### src/rtl/sal_rd_rsp_buf_if.sv
// Signal bundle between the DDR2 scheduler/DFI read path and the read-response buffer.
// The slave modport is the buffer's view; the master modport is the view of the driving logic.
interface sal_rd_rsp_buf_if #(
    parameter int ID_WIDTH   = 4,
    parameter int DATA_WIDTH = 64,
    parameter int LEN_WIDTH  = 4,
    parameter int DATA_DEPTH = 16
);
    localparam int SLOT_W = $clog2(DATA_DEPTH) + 1;

    logic                  req_valid;
    logic                  req_ready;
    logic [ID_WIDTH-1:0]   req_id;
    logic [LEN_WIDTH-1:0]  req_len;
    logic [SLOT_W-1:0]     free_slots;
    logic                  dfi_rddata_valid;
    logic [DATA_WIDTH-1:0] dfi_rddata;
    logic                  rvalid;
    logic                  rready;
    logic [ID_WIDTH-1:0]   rid;
    logic [DATA_WIDTH-1:0] rdata;
    logic [1:0]            rresp;
    logic                  rlast;
    logic                  err_overflow;
    logic                  err_spurious;

    modport slave (
        input  req_valid, req_id, req_len, dfi_rddata_valid, dfi_rddata, rready,
        output req_ready, free_slots, rvalid, rid, rdata, rresp, rlast,
               err_overflow, err_spurious
    );

    modport master (
        output req_valid, req_id, req_len, dfi_rddata_valid, dfi_rddata, rready,
        input  req_ready, free_slots, rvalid, rid, rdata, rresp, rlast,
               err_overflow, err_spurious
    );
endinterface

### src/rtl/sal_rd_rsp_buf.sv
// Read-response buffer: reserves data slots when a read is committed, stores
// unthrottled DFI read beats and replays them on the AXI R channel with RID/RLAST.
module sal_rd_rsp_buf #(
    parameter int ID_WIDTH   = 4,
    parameter int DATA_WIDTH = 64,
    parameter int LEN_WIDTH  = 4,
    parameter int CMD_DEPTH  = 8,
    parameter int DATA_DEPTH = 16
) (
    input  logic               clk,
    input  logic               rst,
    sal_rd_rsp_buf_if.slave    bus
);
    localparam int CMD_AW  = $clog2(CMD_DEPTH);
    localparam int CMD_PW  = CMD_AW + 1;
    localparam int DATA_AW = $clog2(DATA_DEPTH);
    localparam int DATA_PW = DATA_AW + 1;
    localparam int SLOT_W  = DATA_AW + 1;

    logic [ID_WIDTH-1:0]   r_cmd_id  [CMD_DEPTH];
    logic [LEN_WIDTH-1:0]  r_cmd_len [CMD_DEPTH];
    logic [CMD_PW-1:0]     r_cmd_wptr;
    logic [CMD_PW-1:0]     r_cmd_rptr;
    logic [DATA_WIDTH-1:0] r_data_mem [DATA_DEPTH];
    logic [DATA_PW-1:0]    r_data_wptr;
    logic [DATA_PW-1:0]    r_data_rptr;
    logic [SLOT_W-1:0]     r_reserved;
    logic [SLOT_W-1:0]     r_unreturned;
    logic [LEN_WIDTH-1:0]  r_beat_cnt;
    logic                  r_err_overflow;
    logic                  r_err_spurious;

    logic                  w_cmd_empty;
    logic                  w_cmd_full;
    logic                  w_data_empty;
    logic                  w_data_full;
    logic [SLOT_W-1:0]     w_req_beats;
    logic [SLOT_W-1:0]     w_free_slots;
    logic                  w_req_ready;
    logic                  w_push;
    logic [LEN_WIDTH-1:0]  w_head_len;
    logic                  w_rvalid;
    logic                  w_rlast;
    logic                  w_pop;
    logic                  w_last_pop;
    logic                  w_spurious;
    logic                  w_overflow;
    logic                  w_wr;

    assign w_cmd_empty  = (r_cmd_wptr == r_cmd_rptr);
    assign w_cmd_full   = ((r_cmd_wptr - r_cmd_rptr) == CMD_PW'(CMD_DEPTH));
    assign w_data_empty = (r_data_wptr == r_data_rptr);
    assign w_data_full  = ((r_data_wptr - r_data_rptr) == DATA_PW'(DATA_DEPTH));

    assign w_req_beats  = SLOT_W'(bus.req_len) + SLOT_W'(1);
    assign w_free_slots = SLOT_W'(DATA_DEPTH) - r_reserved;
    assign w_req_ready  = !w_cmd_full && (w_free_slots >= w_req_beats);
    assign w_push       = bus.req_valid && w_req_ready;

    assign w_head_len   = r_cmd_len[r_cmd_rptr[CMD_AW-1:0]];
    assign w_rvalid     = !w_data_empty;
    assign w_rlast      = w_rvalid && (r_beat_cnt == w_head_len);
    assign w_pop        = w_rvalid && bus.rready;
    assign w_last_pop   = w_pop && w_rlast;

    // A same-cycle pop frees the slot, so a beat into a full FIFO is only lost without one.
    assign w_spurious   = bus.dfi_rddata_valid && w_cmd_empty && (r_unreturned == '0);
    assign w_overflow   = bus.dfi_rddata_valid && !w_spurious && w_data_full && !w_pop;
    assign w_wr         = bus.dfi_rddata_valid && !w_spurious && !w_overflow;

    always_ff @(posedge clk) begin
        if (w_push) begin
            r_cmd_id[r_cmd_wptr[CMD_AW-1:0]]  <= bus.req_id;
            r_cmd_len[r_cmd_wptr[CMD_AW-1:0]] <= bus.req_len;
        end
        if (w_wr) begin
            r_data_mem[r_data_wptr[DATA_AW-1:0]] <= bus.dfi_rddata;
        end
    end

    always_ff @(posedge clk) begin
        if (rst) begin
            r_cmd_wptr     <= '0;
            r_cmd_rptr     <= '0;
            r_data_wptr    <= '0;
            r_data_rptr    <= '0;
            r_reserved     <= '0;
            r_unreturned   <= '0;
            r_beat_cnt     <= '0;
            r_err_overflow <= 1'b0;
            r_err_spurious <= 1'b0;
        end else begin
            if (w_push) begin
                r_cmd_wptr <= r_cmd_wptr + CMD_PW'(1);
            end
            if (w_last_pop) begin
                r_cmd_rptr <= r_cmd_rptr + CMD_PW'(1);
            end
            if (w_wr) begin
                r_data_wptr <= r_data_wptr + DATA_PW'(1);
            end
            if (w_pop) begin
                r_data_rptr <= r_data_rptr + DATA_PW'(1);
                r_beat_cnt  <= w_rlast ? '0 : r_beat_cnt + LEN_WIDTH'(1);
            end
            r_reserved <= r_reserved + (w_push ? w_req_beats : '0)
                                     - (w_pop ? SLOT_W'(1) : '0);
            r_unreturned <= r_unreturned + (w_push ? w_req_beats : '0)
                                         - ((w_wr && (r_unreturned != '0)) ? SLOT_W'(1) : '0);
            if (w_overflow) begin
                r_err_overflow <= 1'b1;
            end
            if (w_spurious) begin
                r_err_spurious <= 1'b1;
            end
        end
    end

    assign bus.req_ready    = w_req_ready;
    assign bus.free_slots   = w_free_slots;
    assign bus.rvalid       = w_rvalid;
    assign bus.rid          = w_rvalid ? r_cmd_id[r_cmd_rptr[CMD_AW-1:0]] : '0;
    assign bus.rdata        = w_rvalid ? r_data_mem[r_data_rptr[DATA_AW-1:0]] : '0;
    assign bus.rresp        = 2'b00;
    assign bus.rlast        = w_rlast;
    assign bus.err_overflow = r_err_overflow;
    assign bus.err_spurious = r_err_spurious;
endmodule

### src/flat_wrapper.sv
// flat-port wrapper written by rule: the top's interface ports become plain ports
module sal_rd_rsp_buf_flat 
#(
    parameter int ID_WIDTH   = 4,
    parameter int DATA_WIDTH = 64,
    parameter int LEN_WIDTH  = 4,
    parameter int CMD_DEPTH  = 8,
    parameter int DATA_DEPTH = 16
)
  (clk, rst, bus_req_valid, bus_req_id, bus_req_len, bus_dfi_rddata_valid, bus_dfi_rddata, bus_rready, bus_req_ready, bus_free_slots, bus_rvalid, bus_rid, bus_rdata, bus_rresp, bus_rlast, bus_err_overflow, bus_err_spurious);
  sal_rd_rsp_buf_if #(.ID_WIDTH(ID_WIDTH), .DATA_WIDTH(DATA_WIDTH), .LEN_WIDTH(LEN_WIDTH), .DATA_DEPTH(DATA_DEPTH)) bus_i ();
  input  logic clk;
  input  logic rst;
  input wire logic [$bits(bus_i.req_valid)-1:0] bus_req_valid;
  input wire logic [$bits(bus_i.req_id)-1:0] bus_req_id;
  input wire logic [$bits(bus_i.req_len)-1:0] bus_req_len;
  input wire logic [$bits(bus_i.dfi_rddata_valid)-1:0] bus_dfi_rddata_valid;
  input wire logic [$bits(bus_i.dfi_rddata)-1:0] bus_dfi_rddata;
  input wire logic [$bits(bus_i.rready)-1:0] bus_rready;
  output wire logic [$bits(bus_i.req_ready)-1:0] bus_req_ready;
  output wire logic [$bits(bus_i.free_slots)-1:0] bus_free_slots;
  output wire logic [$bits(bus_i.rvalid)-1:0] bus_rvalid;
  output wire logic [$bits(bus_i.rid)-1:0] bus_rid;
  output wire logic [$bits(bus_i.rdata)-1:0] bus_rdata;
  output wire logic [$bits(bus_i.rresp)-1:0] bus_rresp;
  output wire logic [$bits(bus_i.rlast)-1:0] bus_rlast;
  output wire logic [$bits(bus_i.err_overflow)-1:0] bus_err_overflow;
  output wire logic [$bits(bus_i.err_spurious)-1:0] bus_err_spurious;
  assign bus_i.req_valid = bus_req_valid;
  assign bus_i.req_id = bus_req_id;
  assign bus_i.req_len = bus_req_len;
  assign bus_i.dfi_rddata_valid = bus_dfi_rddata_valid;
  assign bus_i.dfi_rddata = bus_dfi_rddata;
  assign bus_i.rready = bus_rready;
  assign bus_req_ready = bus_i.req_ready;
  assign bus_free_slots = bus_i.free_slots;
  assign bus_rvalid = bus_i.rvalid;
  assign bus_rid = bus_i.rid;
  assign bus_rdata = bus_i.rdata;
  assign bus_rresp = bus_i.rresp;
  assign bus_rlast = bus_i.rlast;
  assign bus_err_overflow = bus_i.err_overflow;
  assign bus_err_spurious = bus_i.err_spurious;
  sal_rd_rsp_buf #(.ID_WIDTH(ID_WIDTH), .DATA_WIDTH(DATA_WIDTH), .LEN_WIDTH(LEN_WIDTH), .CMD_DEPTH(CMD_DEPTH), .DATA_DEPTH(DATA_DEPTH)) u_core (.clk(clk), .rst(rst), .bus(bus_i));
endmodule
### config.mk
export PLATFORM = sky130hd
export DESIGN_NAME = sal_rd_rsp_buf_flat
export DESIGN_NICKNAME = d
export VERILOG_FILES = /design/src/rtl/sal_rd_rsp_buf_if.sv /design/src/rtl/sal_rd_rsp_buf.sv /design/src/flat_wrapper.sv
export SDC_FILE = /design/constraint.sdc
export NUM_CORES = 1
export LEC_CHECK = 0
export BUFFER_PORTS_ARGS = -buffer_cell sky130_fd_sc_hd__buf_2
export CAP_MARGIN = 30
export CORE_MARGIN = 10
export CORE_UTILIZATION = 61
export DETAILED_ROUTE_END_ITERATION = 10
export PLACE_DENSITY = 0.85
export SLEW_MARGIN = 20
export SYNTH_ARGS = -nofsm -noshare
export SYNTH_HDL_FRONTEND = slang
export SYNTH_SLANG_ARGS = --single-unit
### constraint.sdc
create_clock -name clk -period 5.03 [get_ports clk]
set_input_delay 0.2515 -clock clk [delete_from_list [all_inputs] [get_ports clk]]
set_output_delay 0.2515 -clock clk [all_outputs]
set_load 0.01 [all_outputs]
# [Word level (Yosys, flattened, before mapping)]
# Memory sizes are Yosys's and may differ from the RTL's. A register that Yosys moved wholly into a read port is not among the register bits.
# Index checks and enable logic that the tools add are counted.
[word_totals] mem_bits_ro=0 regBits=34 ramBits=1088 word_cells=66 latchBits=0 output_inout_bits=80 in_bits=77 mem_count=3
[op_classes] order_cmp=1 shifts=0 n_reduce_logical=19 eq_ne=5 mux=16 div=0 bitwise=0 n_mul=0 addsub=13
[memory_table] name="u_core.r_data_mem" depth=16 word_bits=64 rd=1 rd_clocked_by_memory_dff=1 wr=1 line="sal_rd_rsp_buf.sv:24" rtl="logic [DATA_WIDTH-1:0] r_data_mem [DATA_DEPTH];"
[memory_table] name="u_core.r_cmd_id" depth=8 word_bits=4 rd=1 rd_clocked_by_memory_dff=1 wr=1 line="sal_rd_rsp_buf.sv:20" rtl="logic [ID_WIDTH-1:0] r_cmd_id [CMD_DEPTH];"
[memory_table] name="u_core.r_cmd_len" depth=8 word_bits=4 rd=1 rd_clocked_by_memory_dff=1 wr=1 line="sal_rd_rsp_buf.sv:21" rtl="logic [LEN_WIDTH-1:0] r_cmd_len [CMD_DEPTH];"
[op_table] cell="$mux 64" n=1
[op_table] cell="$mux 4" n=4
[op_table] cell="$sub 5x5->5" n=3
[op_table] cell="$add 4x1->4 const B" n=3
[op_table] cell="$logic_and 1x1->1" n=12
[op_table] cell="$mux 3" n=4
[op_table] cell="$add 5x1->5 const B" n=2
[op_table] cell="$add 5x5->5" n=2
[op_table] cell="$eq 4x4->1" n=2
[op_table] cell="$mux 1" n=6
[op_table] cell="$add 4x1->5 const B" n=1
[op_table] cell="$eq 5x5->1" n=1
[op_table] cell="$eq 5x5->1 const B" n=1
[op_table] cell="$ge 5x5->1" n=1
[op_table] cell="$logic_not 1->1" n=5
[op_table] cell="$logic_not 5->1" n=1
[op_table] cell="$mux 5" n=1
[op_table] cell="$reduce_bool 5->1" n=1
[op_table] cell="$sub 5x5->5 const A" n=1
[op_table] cell="$eq 4x4->1 const B" n=1
[op_table] cell="$sub 4x4->4" n=1

# [Longest topological paths before layout]
# Gate-level depths: netlist of the first run.
[depth] word_depth=12 depth_mapped=18 depth_no_buf=18

# [Worst setup path before layout of the first run]
# Ideal clock, no wire load.
[synth_path] kind="register to register" startpoint="reg u_core.r_data_rptr[1]" endpoint="reg u_core.r_unreturned[4]" required_time_ns=4.959 n_path_buf=0 setup_slack_ns=1.116 setup_time_ns=0.071 path_stages_with_launch=17 synth_period_minus_slack_ns=3.914 arrival_ns=3.843 path_cell_list="dfxtp_1 inv_1 ha_1 nor2b_1 o21a_1 or4_4 a2111oi_4 nor3_1 ha_1 inv_1 ha_1 fa_1 a21o_1 a21oi_1 xnor2_1 or4_1 a21oi_1"
[synth_between] elab_chain_len=10 word_cells_on_any_way=13 classes_between="add/sub: 2; eq/ne: 2; mux: 1; reduce/logical: 8"
[synth_rtl] element="start, declared" line="sal_rd_rsp_buf.sv:26" rtl="logic [DATA_PW-1:0] r_data_rptr;"
[synth_rtl] element="start signal, assigned" line="sal_rd_rsp_buf.sv:103" rtl="r_data_rptr <= r_data_rptr + DATA_PW'(1);"
[synth_rtl] element="parallel branches: the longest is 4 deep, another holds $sub 5x5->5"
[synth_rtl] element="$logic_and 1x1->1 *" line="sal_rd_rsp_buf.sv:68" rtl="assign w_overflow = bus.dfi_rddata_valid && !w_spurious && w_data_full && !w_pop;"
[synth_rtl] element="$logic_not 1->1 *" line="sal_rd_rsp_buf.sv:69" rtl="assign w_wr = bus.dfi_rddata_valid && !w_spurious && !w_overflow;"
[synth_rtl] element="$logic_and 1x1->1 *" line="sal_rd_rsp_buf.sv:69"
[synth_rtl] element="$logic_and 1x1->1 *" line="sal_rd_rsp_buf.sv:109" rtl="- ((w_wr && (r_unreturned != '0)) ? SLOT_W'(1) : '0);"
[synth_rtl] element="$mux 1 *" line="sal_rd_rsp_buf.sv:109"
[synth_rtl] element="$sub 5x5->5 *" line="sal_rd_rsp_buf.sv:109"
[synth_rtl] element="end signal, assigned" line="sal_rd_rsp_buf.sv:108" rtl="r_unreturned <= r_unreturned + (w_push ? w_req_beats : '0)"
[synth_rtl] element="end, declared" line="sal_rd_rsp_buf.sv:28" rtl="logic [SLOT_W-1:0] r_unreturned;"
# Mark *: on every way between the ends.
# A chain may end at the register's enable or synchronous reset.

# [Final worst setup path of the first run]
# Same ends and word-level chain as after synthesis.

==> flow_metrics.py, run 1 <==
metrics = {
    "outcome": {
        "status": "completed",
    },
    "sta": {
        "skew_ns": 0.0542,
        "setup_tns_ns": 0,
        "rsz0062_at_grt": "no",
        "worst_pin_slew_ns": 0.900,
        "period_share_pct": 85.7,
        "hold_viol": 0,
        "drv_slew": 0,
        "fmax_mhz": 232,
        "finalSetupViolations": 0,
        "slew_headroom_pct": 40.0,
        "fin_crit_ns": 4.31,
    },
    "critical_path": {
        "r2r_slack_ns": 0.72,
        "critPathLaunchType": "flop",
        "criticalPathCategory": "reg -> reg",
        "r2r-start": "u_core.r_data_rptr[1]$_SDFFE_PP0P_",
        "critPathArrivalTime_ns": 4.91,
        "worst_ep_required_time_ns": 5.63,
        "crit_path_end_kind": "flop",
        "cp_max_fo": 7,
        "ff2ff_path_depth": 16,
        "r2r_end": "u_core.r_unreturned[4]$_SDFF_PP0_",
    },
    "power_and_ir_drop": {
        "leakagePower_nw": 16.1,
        "internal-power_mw": 18.0,
        "p_switching_mw": 6.73,
        "p_per_area_mw_per_mm2": 489,
        "pwr-share-clk_pct": 33.8,
        "swShare_pct": 27.3,
        "vdd_ir_drop_max_mv": 0.395,
        "seqPwrFrac_pct": 44.6,
        "p_comb_share_pct": 21.7,
    },
    "grt": {
        "grt_pass1_vias": 23800,
        "grt_max_degree": 92,
        "grtUsageTotal_pct": 27.3,
        "grt_pass1_wl_um": 163000,
        "grt_overflow": 0,
        "antenna_found_initial": 7,
    },
    "min_path": {
        "hold_class": "in -> reg",
        "worstHoldStart": "bus_req_valid",
        "min_path_cells": 4,
        "hold_end": "u_core.r_cmd_wptr[0]$_SDFFE_PP0P_",
    },
    "cells_and_area": {
        "fin_nets": 2333,
        "postLayoutCellArea_mm2": 0.0506,
        "area_growth_pct": 15.2,
        "drive_above_1_share_pct": 31.4,
        "layout_common_cells": "edfxtp_1 (1088), mux4_2 (332), buf_2 (154)",
        "final_common_cell": "edfxtp_1",
    },
    "route": {
        "drtIter0Drc": 2760,
        "wl_per_cell_um": 34.2,
        "wl_met2_um": 58600,
        "routed-via-count": 22300,
        "postRouteAntennaNets": 0,
        "wirelength_um": 111000,
        "drc": 0,
        "wl_met1_um": 38600,
        "wl_met3_um": 10000,
        "highest_layer": "met5",
        "via_per_inst": 6.84,
        "firstDrtPassIters": 7,
    },
    "place": {
        "dpl_cell_area_mm2": 0.0462,
        "gp_congestion": 0.795,
        "io_buffers": 154,
        "place_hpwl_um": 53300,
    },
    "cts": {
        "cts_buffer_depth": 3,
        "numCtsBuffers": 107,
        "clk_pin_slew_worst_paths_ns": 0.06,
        "cts_resized": 0,
        "cts_sinks": 1129,
        "cts_root_buffer": "clkbuf_16",
        "h-tree-depth": 3,
        "clk_latency_ns": 0.70,
        "cts_tree": "yes",
    },
    "synthesis": {
        "yosys_register_bits": 1129,
        "yosysWarnings": 0,
        "syn_inst": 1919,
        "synthMuxAreaShare_pct": 17.6,
        "synthAdderAreaFrac_pct": 1.17,
        "syn_avg_cell_area_um2": 22.9,
        "synth-xor-area-share_pct": 0.573,
        "synthSimpleGateAreaFrac_pct": 2.36,
        "synth_compound_area_share_pct": 0.749,
        "seq_area_frac_synth_pct": 76.3,
        "synth_top_family_by_area": "multiplexers",
        "syn_area_mm2": 0.0439,
        "synthDistinctLibCells": 46,
    },
    "floorplan": {
        "initial_core_util_pct": 61.5,
        "std_cell_rows": 98,
        "ios": 157,
        "die_area_mm2": 0.0831,
        "die_h_um": 288,
        "core-area_mm2": 0.0714,
        "die_w_um": 288,
    },
    "flow_run": {
        "maxCapViolations": 0,
    },
}
## metrics by stage
step | hold slack, ns | instances | total power [mW] | worst slack [ns] | util [%]
after CTS | 0.0625 | 3251 | 24.8 | 0.749 | 70.8
after global placement | 0.505 | 2979 | 16.2 | 0.827 | 64.7
final | 0.107 | 3256 | 24.7 | 0.718 | 70.9
after floorplan | 0.350 | 1920 | 14.6 | 1.12 | -
after detailed placement | 0.521 | 2980 | 16.4 | 0.777 | 64.7
after global routing | 0.109 | 3255 | 25.5 | 0.509 | 70.8
## worst max-delay path by stage
stage                                                   from                           endpoint  cells past startpoint
after detailed placement  u_core.r_data_rptr[1]$_SDFFE_PP0P_  u_core.r_unreturned[4]$_SDFF_PP0_                     16
after global placement    u_core.r_data_rptr[1]$_SDFFE_PP0P_  u_core.r_unreturned[4]$_SDFF_PP0_                     16
after floorplan           u_core.r_data_rptr[1]$_SDFFE_PP0P_  u_core.r_unreturned[4]$_SDFF_PP0_                     16
final                     u_core.r_data_rptr[1]$_SDFFE_PP0P_  u_core.r_unreturned[4]$_SDFF_PP0_                     16
after global routing      u_core.r_data_rptr[1]$_SDFFE_PP0P_  u_core.r_unreturned[4]$_SDFF_PP0_                     16
after CTS                 u_core.r_data_rptr[1]$_SDFFE_PP0P_  u_core.r_unreturned[4]$_SDFF_PP0_                     16
## timing repair
action / 4_1_cts / 5_1_grt
buffers inserted: 0 / 0
hold endpoints to repair: 1092 / 0
hold buffers: 74 / 0
## worst max-delay path, stage by stage, from the launching register on
cell,delay [ns]
dfxtp_1,0.36
inv_1,0.08
ha_1,0.32
nor2b_1,0.14
o21a_1,0.18
or4_4,0.51
a2111oi_4,0.53
nor3_1,0.10
ha_1,0.29
inv_1,0.04
ha_1,0.20
fa_1,0.47
a21o_1,0.17
a21oi_1,0.18
xnor2_1,0.12
or4_1,0.40
a21oi_1,0.15
## cell usage after synthesis, drive strengths merged
master | number | area [um^2]
nor4 | 5 | 31.3
fa | 2 | 40.0
a311oi | 2 | 17.5
xnor2 | 13 | 114
buf | 42 | 230
or3 | 6 | 37.5
mux2 | 2 | 22.5
nand4 | 7 | 43.8
inv | 40 | 150
and4 | 3 | 26.3
o21ai | 12 | 60.1
nor3 | 7 | 35.0
a2111oi | 1 | 27.5
nor3b | 1 | 7.51
mux4 | 332 | 7480
ha | 38 | 475
or4 | 5 | 41.3
a21o | 4 | 30.0
a21oi | 20 | 100
edfxtp | 1088 | 32700
and2 | 66 | 413
nand2b | 3 | 18.8
o21a | 2 | 15.0
and3 | 15 | 93.8
nor2 | 32 | 120
conb | 1 | 3.75
xor2 | 13 | 114
o21bai | 1 | 7.51
a31oi | 2 | 12.5
o31ai | 2 | 15.0
nand2 | 11 | 41.3
clkbuf | 51 | 191
xor3 | 1 | 23.8
o211ai | 2 | 15.0
mux2i | 21 | 210
a31o | 2 | 17.5
nor2b | 12 | 75.1
dfxtp | 41 | 821
a2111o | 1 | 11.3
nand3 | 10 | 50.1
## cell type report
type	count	area, um^2
sequential	1129	33500
fill	3856	20800
multi-input combinational	658	9930
clock buffer	134	2860
timing repair buffer	280	2190
tap	950	1190
clock inverter	63	734
inverter	40	150
antenna	2	5.00
## cell families (layout without fill, tap and decap cells)
family,count (synthesis),count (layout)
flops,1129,1129
mux,355,355
simple gates,183,183
buf+inv,133,517
compound gates,51,51
fa+ha+maj,40,40
xor+xnor,27,27
other cells,1,4
## state kept, by name, indices dropped and copies added, names as in the netlist, named ones only
signal	cells
u_core.r_cmd_rptr	4
u_core.r_data_rptr	5
u_core.r_cmd_len	32
u_core.r_beat_cnt	4
u_core.r_cmd_wptr	4
u_core.bus.err_spurious	1
u_core.r_cmd_id	32
u_core.bus.err_overflow	1
u_core.r_data_mem	1024
u_core.r_unreturned	5
u_core.r_data_wptr	5
u_core.r_reserved	5
## routing by layer
metal	global-route usage, %	up-vias
met5	0	-
met3	4.56	287
met1	34.5	11700
met2	47.2	1584
li1	-	8667
met4	10.6	4
## power groups by stage
| stage | Sequential, mW | Clock (mW) | Combinational [mW] |
|---|---|---|---|
| detailed placement | 11.2 | 0 | 5.17 |
| global route | 11.0 | 8.72 | 5.74 |
| finish | 11.0 | 8.34 | 5.35 |
| floorplan | 11.0 | 0 | 3.57 |
| global placement | 11.1 | 0 | 5.01 |
| CTS | 11.0 | 8.39 | 5.38 |
No activity file was read; power rests on OpenSTA's default activity.
==> run 2, diff against run 1 <==
PLACE_DENSITY = 0.79   (was 0.85)
==> run 2 against run 1 <==
Compared with the run above:
- final area is essentially flat
- sequential share of layout area barely moved
- sequential cell count unchanged
- utilization up 0.051 points
- critical path depth stayed put
- critical endpoint unchanged
- first-iteration DRC count shrank 14%
- hold slack got worse by 0.014 ns
- highest routed layer unchanged
- maximum frequency is 1.1% lower
- worst setup slack got worse by 0.046 ns
==> flow_metrics.py, run 2 (synthesis results as in run 1) <==
metrics = {
    "route": {
        "wirelength_um": 98700,
        "wl_per_cell_um": 30.2,
        "drtIter0Drc": 2370,
        "via_per_inst": 6.51,
        "routed-via-count": 21300,
        "firstDrtPassIters": 5,
        "drc": 0,
        "postRouteAntennaNets": 0,
    },
    "cts": {
        "cts_buffer_depth": 3,
        "clk_pin_slew_worst_paths_ns": 0.06,
        "cts_tree": "yes",
        "clk_latency_ns": 0.70,
        "cts_sinks": 1129,
        "cts_setup_buffers": 0,
        "numCtsBuffers": 110,
        "h-tree-depth": 3,
        "cts_root_buffer": "clkbuf_16",
    },
    "sta": {
        "worst_pin_slew_ns": 0.977,
        "setup_tns_ns": 0,
        "hold_viol": 0,
        "skew_ns": 0.0319,
        "rsz0062_at_grt": "no",
        "layout_setup_ws_ns": 0.672,
        "period_share_pct": 86.6,
        "finalSetupViolations": 0,
        "fin_crit_ns": 4.36,
        "slew_headroom_pct": 34.8,
        "drv_slew": 0,
        "fmax_mhz": 229,
    },
    "floorplan": {
        "die_w_um": 288,
        "die_area_mm2": 0.0831,
        "core-area_mm2": 0.0714,
        "die_h_um": 288,
        "ios": 157,
        "initial_core_util_pct": 61.5,
        "std_cell_rows": 98,
    },
    "critical_path": {
        "r2r-start": "u_core.r_data_wptr[0]$_SDFFE_PP0P_",
        "worst_ep_required_time_ns": 5.63,
        "ff2ff_path_depth": 16,
        "crit_end": "u_core.r_unreturned[4]$_SDFF_PP0_",
        "crit_path_end_kind": "flop",
        "crit_buf_inv": 2,
        "cp_max_fo": 7,
        "critPathArrivalTime_ns": 4.96,
        "r2r_slack_ns": 0.67,
        "crit_chain": "inv_1, ha_1, nand4_1, nor2_1, nor2_1, a2111oi_4, nor3_1, ha_1, inv_1, ha_1, fa_1, a21o_1, a21oi_1, xnor2_1, or4_1, a21oi_1",
        "crit_family": "adder cells",
        "critPathLaunchType": "flop",
        "cp_slowest_cell": "a2111oi_4",
        "r2r_end": "u_core.r_unreturned[4]$_SDFF_PP0_",
        "crit_path_frequent_cell": "ha_1",
        "slowest_delay_ns": 0.52,
        "path_depth": 16,
        "crit_start": "u_core.r_data_wptr[0]$_SDFFE_PP0P_",
        "criticalPathCategory": "reg -> reg",
    },
    "cells_and_area": {
        "final_common_cell": "edfxtp_1",
        "layout_common_cells": "edfxtp_1 (1088), mux4_2 (332), buf_2 (154)",
        "fillers": 4094,
        "area_growth_pct": 15.2,
        "largest_reg_flops": 1024,
        "final_util_pct": 70.9,
        "drive_above_1_share_pct": 31.5,
        "fin_nets": 2339,
    },
    "place": {
        "place_hpwl_um": 50400,
        "preCtsSetupSlack_ns": 0.647,
        "io_buffers": 154,
        "gp_congestion": 0.786,
    },
    "power_and_ir_drop": {
        "p_per_area_mw_per_mm2": 480,
        "vdd_ir_drop_max_mv": 0.340,
        "leakagePower_nw": 16.1,
    },
    "grt": {
        "grt_pass1_vias": 22600,
        "grtUsageTotal_pct": 24.3,
        "antenna_found_initial": 3,
        "grt_overflow": 0,
        "grt_max_degree": 57,
        "grt_pass1_wl_um": 148000,
    },
    "min_path": {
        "hold_class": "in -> reg",
    },
    "flow_run": {
        "maxCapViolations": 0,
    },
    "outcome": {
        "status": "completed",
    },
}
-- run 2: changes by cell type in the layout (fill, tap and decap cells not counted), sizes merged --
cell and change:
clkinv +11, bufinv -4, buf +3, clkbuf -1, diode -1, inv +1
-- run 2: per-stage QoR --
step | power, mW | cell area, um^2 | hold WS [ns] | std cells
5_1_grt | 25.2 | 50600 | 0.0902 | 3265
4_1_cts | 24.4 | 50500 | 0.0522 | 3260
3_3_place_gp | 16.2 | 46200 | 0.456 | 2981
3_5_place_dp | 16.4 | 46300 | 0.472 | 2982
2_1_floorplan | 14.6 | 43900 | 0.350 | 1920
6_report | 24.3 | 50600 | 0.0931 | 3265
-- run 2: worst min-delay path, cell delays in order --
cell and delay (ns):
buf_2 0.11, nor2b_1 0.19, nand3_1 0.11, a21oi_1 0.06
-- run 2: final cells by class --
type                    instances  area (um^2)  area share, %
diodes                          1         2.50        0.00495
flip-flops and latches       1129        33500           66.2
inverters                      40          150          0.297
clock inverters                71          641           1.27
multi-input cells             658         9940           19.6
well taps                     950         1190           2.35
repair buffers                283         2290           4.53
clock buffers                 133         2880           5.69
-- run 2: what timing repair did --
| action | in CTS | in global routing |
|---|---|---|
| resized for setup | 0 | 0 |
| endpoints found under the hold margin | 1092 | 0 |
| hold buffers | 74 | 0 |
-- run 2: report_power, final --
group          switching, mW  total, mW  internal [mW]  leakage (nW)
sequential             0.207       11.0           10.7          10.2
combinational           2.76       5.29           2.53          4.20
clock                   3.46       8.01           4.55          1.72
total                   6.43       24.3           17.8          16.1
-- run 2: worst min path at each step --
stage / start / end / cells after the start
after floorplan: bus_req_id[0] / u_core.r_cmd_id[0][0]$_DFFE_PP_ / 0
after global placement: u_core.bus.err_overflow$_SDFFE_PP0P_ / u_core.bus.err_overflow$_SDFFE_PP0P_ / 2
after detailed placement: u_core.bus.err_overflow$_SDFFE_PP0P_ / u_core.bus.err_overflow$_SDFFE_PP0P_ / 2
after CTS: bus_req_valid / u_core.r_cmd_wptr[1]$_SDFFE_PP0P_ / 4
after global routing: bus_req_valid / u_core.r_cmd_wptr[0]$_SDFFE_PP0P_ / 4
final: bus_req_valid / u_core.r_cmd_wptr[1]$_SDFFE_PP0P_ / 4
-- run 2: per-layer routing --
metal / share of wire (%) / vias up / wire [um] / global-route usage (%)
met5: 0.026 / - / 26 / 0
met4: 1.8 / 4 / 1760 / 6.11
met3: 8.3 / 129 / 8220 / 4.79
met2: 52 / 1139 / 51300 / 40.6
met1: 38 / 11300 / 37500 / 33.1
li1: - / 8680 / - / -
